$ cat src/rtl/tdc_multi_event.sv
// Start/stop TDC with dead time, re-trigger, abort, saturation and record FIFO.
// Ports: clk/rst_n, enable/clear, start_in/stop_in levels, FWFT record FIFO out.
module tdc_multi_event #(
  parameter int CNT_WIDTH       = 32,
  parameter int OUT_WIDTH       = 16,
  parameter int TIMEOUT_CYCLES  = 50_000_000,
  parameter int DEADTIME_CYCLES = 100,
  parameter int RETRIGGER       = 0,
  parameter int FIFO_DEPTH      = 16
) (
  input  logic                         clk,
  input  logic                         rst_n,
  input  logic                         enable,
  input  logic                         clear,
  input  logic                         start_in,
  input  logic                         stop_in,
  input  logic                         rd_en,
  output logic [OUT_WIDTH:0]           dout,
  output logic                         dout_valid,
  output logic [$clog2(FIFO_DEPTH):0]  fifo_count,
  output logic                         fifo_full,
  output logic                         busy,
  output logic [15:0]                  drop_count
);

  localparam int AW = $clog2(FIFO_DEPTH);
  localparam logic [CNT_WIDTH-1:0] TMO = CNT_WIDTH'(TIMEOUT_CYCLES);
  localparam logic [CNT_WIDTH-1:0] DT  = CNT_WIDTH'(DEADTIME_CYCLES);
  localparam logic [CNT_WIDTH:0]   SAT_LIM = (CNT_WIDTH+1)'(1) << OUT_WIDTH;
  localparam logic [CNT_WIDTH-1:0] ONE = CNT_WIDTH'(1);

  typedef enum logic [1:0] {
    S_IDLE,
    S_MEAS,
    S_DEAD
  } state_t;

  state_t state_q, state_d;
  logic [CNT_WIDTH-1:0] cnt_q, cnt_d;
  logic start_q, stop_q;
  logic start_rise, stop_rise;
  logic push_now, push_q;
  logic [OUT_WIDTH:0] push_rec, push_rec_q;
  logic [OUT_WIDTH-1:0] sat_val;

  assign start_rise = start_in & ~start_q;
  assign stop_rise  = stop_in & ~stop_q;
  assign sat_val = ({1'b0, cnt_q} >= SAT_LIM) ? '1 : cnt_q[OUT_WIDTH-1:0];

  // History resets high so a level already up at release is not an edge.
  always_ff @(posedge clk or negedge rst_n) begin
    if (!rst_n) begin
      start_q <= 1'b1;
      stop_q  <= 1'b1;
    end else begin
      start_q <= start_in;
      stop_q  <= stop_in;
    end
  end

  always_ff @(posedge clk or negedge rst_n) begin
    if (!rst_n) begin
      state_q <= S_IDLE;
      cnt_q   <= '0;
    end else begin
      state_q <= state_d;
      cnt_q   <= cnt_d;
    end
  end

  always_comb begin
    state_d = state_q;
    unique case (state_q)
      S_IDLE: if (enable && start_rise) state_d = S_MEAS;
      S_MEAS: begin
        if (!enable)
          state_d = S_IDLE;
        else if (stop_rise || cnt_q == TMO)
          state_d = (DEADTIME_CYCLES == 0) ? S_IDLE : S_DEAD;
      end
      S_DEAD: if (!enable || cnt_q >= DT) state_d = S_IDLE;
      default: state_d = S_IDLE;
    endcase
  end

  // cnt_q is the window length in MEASURE and the dead-time tally in DEAD.
  always_comb begin
    cnt_d    = '0;
    push_now = 1'b0;
    push_rec = '0;
    busy     = (state_q != S_IDLE);
    unique case (state_q)
      S_IDLE: if (enable && start_rise) cnt_d = ONE;
      S_MEAS: begin
        if (!enable) begin
          cnt_d = '0;
        end else if (stop_rise) begin
          push_now = 1'b1;
          push_rec = {1'b0, sat_val};
          cnt_d    = ONE;
        end else if (cnt_q == TMO) begin
          push_now = 1'b1;
          push_rec = {1'b1, {OUT_WIDTH{1'b1}}};
          cnt_d    = ONE;
        end else if (start_rise && RETRIGGER != 0) begin
          cnt_d = ONE;
        end else begin
          cnt_d = cnt_q + ONE;
        end
      end
      S_DEAD: if (enable && cnt_q < DT) cnt_d = cnt_q + ONE;
      default: cnt_d = '0;
    endcase
  end

  always_ff @(posedge clk or negedge rst_n) begin
    if (!rst_n) begin
      push_q     <= 1'b0;
      push_rec_q <= '0;
    end else begin
      push_q     <= push_now;
      push_rec_q <= push_rec;
    end
  end

  logic [OUT_WIDTH:0] mem [FIFO_DEPTH];
  logic [AW-1:0] wptr, rptr;
  logic [AW:0] cnt_f;
  logic pop, wr, drop;

  assign dout_valid = (cnt_f != '0);
  assign fifo_full  = (cnt_f == (AW+1)'(FIFO_DEPTH));
  assign fifo_count = cnt_f;
  assign dout = dout_valid ? mem[rptr] : '0;
  assign pop  = rd_en & dout_valid;
  // A full FIFO still accepts a push when the head leaves the same cycle.
  assign wr   = push_q & (~fifo_full | pop);
  assign drop = push_q & fifo_full & ~pop;

  always_ff @(posedge clk or negedge rst_n) begin
    if (!rst_n) begin
      wptr       <= '0;
      rptr       <= '0;
      cnt_f      <= '0;
      drop_count <= '0;
    end else if (clear) begin
      wptr       <= '0;
      rptr       <= '0;
      cnt_f      <= '0;
      drop_count <= '0;
    end else begin
      if (wr)  wptr <= wptr + AW'(1);
      if (pop) rptr <= rptr + AW'(1);
      unique case ({wr, pop})
        2'b10:   cnt_f <= cnt_f + (AW+1)'(1);
        2'b01:   cnt_f <= cnt_f - (AW+1)'(1);
        default: cnt_f <= cnt_f;
      endcase
      if (drop && drop_count != 16'hFFFF)
        drop_count <= drop_count + 16'd1;
    end
  end

  always_ff @(posedge clk) begin
    if (wr && !clear) mem[wptr] <= push_rec_q;
  end

endmodule

$ cat config.mk
export PLATFORM = sky130hd
export DESIGN_NAME = tdc_multi_event
export DESIGN_NICKNAME = d
export VERILOG_FILES = /design/src/rtl/tdc_multi_event.sv
export SDC_FILE = /design/constraint.sdc
export NUM_CORES = 1
export LEC_CHECK = 0
export CAP_MARGIN = 10
export CORE_MARGIN = 3
export CORE_UTILIZATION = 26
export DETAILED_ROUTE_END_ITERATION = 8
export PLACE_DENSITY = 0.42
export SYNTH_ARGS = -nofsm -noshare
export SYNTH_HDL_FRONTEND = slang
export SYNTH_SLANG_ARGS = --single-unit
$ cat constraint.sdc
create_clock -name clk -period 3 [get_ports clk]
set_input_delay 0.6 -clock clk [delete_from_list [all_inputs] [get_ports clk]]
set_output_delay 0.6 -clock clk [all_outputs]
set_load 0.02 [all_outputs]
==> flow_summary.yaml, run 1 <==
place:
  post_dp_cell_area_um2: 16400
  io_buffers: 47
  dp_slack_ps: -141
  gp_congestion: 0.700
  dp.cells: 1645
  dp_hpwl_mm: 21.2
cells_and_area:
  fin_area_um2: 18200
  instances_no_fill: 1740
  drive_gt1_share_pct: 28.2
  fillerInstances: 5329
  final_nets: 977
  regArea_um2: 10300
  multi_input_area_um2: 4150
  layout-area-overhead-vs-synth_pct: 25.1
  fin_util_pct: 33.0
floorplan:
  dieArea_um2: 58900
  start_util_pct: 26.4
  core-area_um2: 55200
  ios: 48
  placementRows: 86
  die_x_um: 243
  die_h_um: 243
worst_setup_path:
  crit_type: "register to output pin"
  cp-startpoint: "rptr[0]"
  arrival_ps: 2700
  required_ps: 2400
  r2r-end: "fifo_count[4]"
  regToRegStartpoint: "fifo_count[1]"
  endpoint_kind: "output pin"
  crit_fanout: 5
  reg2reg_slack_ps: 390
  cp-start-kind: "register"
  reg2regPathDepth: 10
sta:
  period_minus_slack_ps: 3300
  whs_ps: 17.3
  timing.final.hold_violations: 0
  layout_setup_ws_ps: -302
  setup-tns-final_ps: -4300
  rsz0062_at_grt: "true"
  period_share_pct: 110
  worst_slew_pin_slew_ps: 742
  clock_skew_ps: 14.5
  slew_headroom_pct: 50.1
  setup_violations: 17
  finalMaxSlewViolations: 0
  fmax_mhz: 303
logic_synthesis:
  synth_top_area_share_pct: 56.1
  async_flop_share_pct: 23.4
  yosysSeqAreaShare_pct: 70.4
  synth-edff-count: 272
  synth_nets: 859
  yosysMostFrequentCell: "edfxtp_1"
  yosys_warnings: 0
  syn_area_um2: 14600
  synth_cell_type_count: 51
  synth_common_cells: "272 x edfxtp_1, 87 x nor2_1, 85 x mux4_2"
  ys_ff_latch: 355
  synthCells: 840
  synth.area.top_cells: "edfxtp_1 56%, dfrtp_1 14%, mux4_2 13%, xnor2_1 2.7%, nor2_1 2.2%"
  ys.flop_type: "edfxtp_1"
  synth_top_cell_by_area: "edfxtp_1"
  post_synth.cell_area_avg_um2: 17.3
clock_tree:
  cts.clk_slew.worst_paths_ps: 60
  numCtsBuffers: 41
  clk_path_buf_depth: 3
  cts_root_buf: "clkbuf_16"
  clkSinkCount: 355
  cts_max_level: 2
  clk_latency_ps: 560
  cts_tree: "yes"
  hold_buffers: 0
detailed_routing:
  routed_wirelength_mm: 35.7
  drtPass1Iterations: 5
  wl_per_cell_um: 20.5
  drc_errors: 0
  drtIter0Drc: 516
  ant_nets: 0
  num_vias: 7686
  via_per_inst: 4.42
grt:
  overflow: 0
  grt_pass1_wl_mm: 54.1
  grt_pass1_vias: 8238
  antenna_found_initial: 0
  globalRouteTotalUtil_pct: 12.3
  grt_max_degree: 51
run_status:
  status: "finished, violations left"
  failed_checks: "negative setup slack"
power:
  vdd_ir_drop_max_v: 0.000368
  power_leakage_nw: 6.31
  p_per_area_nw_per_um2: 737
  p_total_mw: 13.4
hold_path:
  hold_class: "primary input to asynchronous set/reset pin"
flow_run:
  maxCapViolCount: 0
## per-layer routing
metal  vias to the layer above  GRT usage, %  part of all wire [%]
met5                         -             0                     0
met4                         0          2.58                   1.6
met3                        46          2.53                   4.1
met2                       124          21.2                    51
met1                      4009          16.0                    43
li1                       3507             -                     -
## sequential cells by signal, indices dropped and copies added (netlist names)
| signal | count |
|---|---|
| mem | 272 |
| cnt_q | 32 |
| push_rec_q | 17 |
| drop_count | 16 |
| fifo_count | 5 |
| rptr | 4 |
| wptr | 4 |
| state_q | 2 |
| push_q | 1 |
| start_q | 1 |
| stop_q | 1 |
## repair_timing
action | in CTS | in global routing
gates cloned | 7 | 0
resized for setup | 139 | 3
setup buffers | 12 | 2
endpoints found under the setup margin | 18 | 17
## cells by family after synthesis
family / count (synthesis) / share of synthesized area [%]
flip-flops: 355 / 70.4
AND/OR/NAND/NOR: 236 / 8.38
multiplexers: 89 / 13.4
buffers and inverters: 57 / 1.69
XOR/XNOR: 51 / 3.07
AO/OA/AOI/OAI: 40 / 1.94
adder cells (fa/ha/maj): 12 / 1.08
## layout by cell type (no fill, tap or decap), types with 5 or more instances in the layout
| cell | n |
|---|---|
| a21oi_1 | 9 |
| and2_4 | 17 |
| and3_1 | 7 |
| buf_12 | 27 |
| buf_16 | 5 |
| buf_4 | 32 |
| buf_6 | 20 |
| clkbuf_1 | 12 |
| clkbuf_16 | 42 |
| clkdlybuf4s50_1 | 28 |
| clkinv_1 | 6 |
| clkinv_2 | 7 |
| dfrtp_1 | 79 |
| edfxtp_1 | 272 |
| ha_1 | 11 |
| inv_1 | 16 |
| mux4_2 | 85 |
| nand2_1 | 23 |
| nand3_1 | 23 |
| nand4_1 | 11 |
| nor2_1 | 71 |
| nor2_2 | 16 |
| nor3_1 | 13 |
| nor4_1 | 17 |
| nor4b_1 | 5 |
| o21a_1 | 18 |
| or3_1 | 5 |
| xnor2_1 | 45 |
| xor2_1 | 6 |
## report_power, final
| part | total [mW] | switching (mW) | internal [mW] |
|---|---|---|---|
| sequential | 5.39 | 0.0876 | 5.30 |
| clock | 4.98 | 2.02 | 2.96 |
| combinational | 3.05 | 1.39 | 1.66 |
| total | 13.4 | 3.50 | 9.93 |
## worst max-delay path by stage
stage / cells past startpoint / slack, ps / to
detailed placement: 5 / -140 / dout[14]
floorplan: 11 / 310 / fifo_count[4]
CTS: 7 / -370 / dout[1]
global placement: 5 / -130 / dout[14]
finish: 7 / -300 / dout[16]
global route: 7 / -370 / dout[15]
## area by class of cell
type | count | area share, %
clock buffers | 55 | 6.09
repair buffers | 115 | 8.03
flip-flops and latches | 355 | 56.3
well taps | 748 | 5.14
multi-input cells | 428 | 22.8
diodes | 1 | 0.0137
inverters | 17 | 0.350
clock inverters | 21 | 1.27
## worst max-delay path: stages, from the launching register on
cell and delay [ps]:
dfrtp_4 500, buf_4 150, buf_12 130, buf_16 140, mux4_2 430, mux4_2 500, and2_4 180, buf_6 120
Note: power is estimated with default switching activity, not from simulation.
==> run 2: changes to the inputs <==
Settings changed: ABC_AREA set to 1.
==> run 2 against run 1 <==
  * The flow now finishes without violations
  * Via count grew 47%
  * Die area grew 8.8%
  * Non-clock buffer count grew 8
  * Sequential power shrank 2%
  * Cell area grew 7.5%
  * Clock power shrank 4.4%
  * Clock skew grew 1.3 ps
  * Register-to-register slack gained 220 ps
  * Flip-flop and latch count is the same
  * Core utilization shrank 0.20 points
  * Critical path type unchanged
  * Largest power group unchanged
==> flow_summary.yaml, run 2 <==
floorplan:
  die_x_um: 253
  start_util_pct: 26.6
  die_h_um: 253
  dieArea_um2: 64000
  placementRows: 89
  ios: 48
  core-area_um2: 59700
logic_synthesis:
  synth_top_area_share_pct: 51.5
  post_synth.cell_area_avg_um2: 10.2
  synth_mux_area_share_pct: 0
  async_flop_share_pct: 23.4
  yosysMostFrequentCell: "nand2_1"
  yosys.area_share.simple_pct: 24.8
  synth_top_family_by_area: "simple AND/OR/NAND/NOR gates"
  synth_common_cells: "454 x nand2_1, 272 x edfxtp_1, 184 x nand3_1"
  synth_top_cell_by_area: "edfxtp_1"
  ys_ff_latch: 355
  synth.area.top_cells: "edfxtp_1 51%, dfrtp_1 13%, nand2_1 11%, nand3_1 5.8%, nor2_1 3.8%"
  syn_area_um2: 15900
  yosys_warnings: 0
  synth_compound_area_share_pct: 4.20
  synth_cell_type_count: 48
  synth_xor_area_share_pct: 1.44
  synthAdderAreaFrac_pct: 0.994
  yosysSeqAreaShare_pct: 64.6
  synth_nets: 1570
  synthCells: 1551
  ys.flop_type: "edfxtp_1"
  synth-edff-count: 272
sta:
  finalMaxSlewViolations: 0
  clock_skew_ps: 15.8
  worst_slew_pin_slew_ps: 674
  fmax_mhz: 338
  layout_setup_ws_ps: 42.5
  rsz0062_at_grt: "true"
  slew_headroom_pct: 55.1
  whs_ps: 468
  setup_violations: 0
  timing.final.hold_violations: 0
  period_minus_slack_ps: 2960
  period_share_pct: 98.6
grt:
  antenna_found_initial: 2
  globalRouteTotalUtil_pct: 14.6
  grt_max_degree: 61
  grt_pass1_wl_mm: 70.2
  grt_pass1_vias: 11200
  overflow: 0
worst_setup_path:
  crit_type: "register to output pin"
  cp-start-kind: "register"
  required_ps: 2400
  path_cells: "buf_12, inv_12, buf_12, buf_8, nand2_1, nand3_1, nand2_1, a21oi_1, o31ai_2, a21oi_4, buf_4"
  worst_path_max_delay_cell: "dfrtp_4"
  slowest_delay_ps: 500
  crit_fanout: 8
  endpoint_kind: "output pin"
  arrival_ps: 2360
cells_and_area:
  final_cell_mix: "451 x nand2_1, 272 x edfxtp_1, 179 x nand3_1"
  largestRegisters: "mem x272, cnt_q x32, push_rec_q x17"
  fillerInstances: 6059
  drive_gt1_share_pct: 16.5
  instances_no_fill: 2453
  largest_reg_flops: 272
  layout-area-overhead-vs-synth_pct: 23.3
  num_antenna_cells: 0
  final_nets: 1666
  top_register: "mem"
  final_common_cell: "nand2_1"
clock_tree:
  clk_latency_ps: 570
  cts_root_buf: "clkbuf_16"
  clk_path_buf_depth: 3
  cts.clk_slew.worst_paths_ps: 60
  cts_max_level: 2
  numCtsBuffers: 41
  cts_tree: "yes"
  clkSinkCount: 355
detailed_routing:
  drc_errors: 0
  routed_wirelength_mm: 46.6
  num_vias: 11300
  ant_nets: 0
  wl_per_cell_um: 19.0
  via_per_inst: 4.62
  drtIter0Drc: 853
  drtPass1Iterations: 5
power:
  p_total_mw: 10.4
  power_leakage_nw: 7.37
  vdd_ir_drop_max_v: 0.000320
  p_per_area_nw_per_um2: 530
run_status:
  status: "finished clean"
hold_path:
  hold_class: "primary input to register"
place:
  dp.cells: 2353
  dp_hpwl_mm: 26.9
  gp_congestion: 0.820
  dp_slack_ps: 95.2
  io_buffers: 47
flow_run:
  maxCapViolCount: 0
## run 2: changes by cell type in the layout (fill, tap and decap cells not counted), moves of 18 or more
cell / before / now
inv_1: 16 / 62
a21oi_1: 9 / 38
xnor2_1: 45 / 12
nand3_1: 23 / 179
mux4_2: 85 / 0
nor2_2: 16 / 44
o21ai_0: 3 / 21
nor2_1: 71 / 144
nand2_1: 23 / 451
## run 2: worst paths after layout
check                      cells after the start  slack (ps)              to          start
max in group asynchronous                      3        1770  push_rec_q[15]          rst_n
max                                           11          40        dout[11]        rptr[0]
min                                            1         470          stop_q        stop_in
max reg2reg                                   13         610   fifo_count[4]  fifo_count[1]
min reg2reg                                    2         570   fifo_count[4]  fifo_count[4]
min in group asynchronous                      2         550       cnt_q[30]          rst_n
## run 2: critical path, delay by kind of cell (launching register included)
kind | cells | cell delay, ps
buffers and inverters | 5 | 660
AND/OR/NAND/NOR | 3 | 160
AO/OA/AOI/OAI | 3 | 480
flip-flops | 1 | 500
## run 2: power by group
part	internal, mW	switching (mW)	total (mW)	leakage (nW)
clock	2.70	2.06	4.76	0.610
combinational	0.114	0.201	0.314	2.87
sequential	5.26	0.0230	5.29	3.89
total	8.08	2.29	10.4	7.37
## run 2: through the flow
| stage | setup TNS, ps | util (%) | cell area (um^2) |
|---|---|---|---|
| final | 0 | 32.8 | 19600 |
| after global routing | -231 | 32.8 | 19600 |
| after CTS | -139 | 32.1 | 19200 |
| after detailed placement | 0 | 29.7 | 17700 |
| after global placement | 0 | 29.7 | 17700 |
| after floorplan | 0 | - | 15900 |
## run 2: logic make-up after synthesis
kind of cell / Yosys count
XOR/XNOR: 26
AND/OR/NAND/NOR: 906
AO/OA/AOI/OAI: 113
adder cells (fa/ha/maj): 12
buffers and inverters: 139
flip-flops: 355
## run 2: layout make-up
| cell class | instances | area, um^2 | share of cell area (%) |
|---|---|---|---|
| sequential | 355 | 10300 | 52.4 |
| inverter | 68 | 270 | 1.38 |
| timing repair buffer | 123 | 1590 | 8.15 |
| timing repair inverter | 1 | 16.3 | 0.0831 |
| clock buffer | 53 | 1100 | 5.63 |
| tap | 773 | 967 | 4.94 |
| clock inverter | 23 | 169 | 0.863 |
| multi-input combinational | 1057 | 5200 | 26.6 |
## run 2: timing repair
action	in CTS	in global routing
pin swaps	6	20
hold buffers	1	0
hold endpoints to repair	2	0
endpoints found under the setup margin	17	16
gates resized for setup	96	65
cloned	4	5
buffers inserted	2	13
## run 2: metal layers
layer | track usage [%] | up-vias | routed length (um)
li1 | - | 5463 | -
met1 | 20.9 | 5551 | 22800
met2 | 22.4 | 240 | 20600
met3 | 2.52 | 69 | 2030
met4 | 4.50 | 0 | 1110
met5 | 0 | - | 0
==> run 3: changes to the inputs <==
Settings changed: CTS_CLUSTER_DIAMETER set to 120.
==> results of run 3 <==
Same layout as run 2: the final DEF is identical, and so are final timing and power.
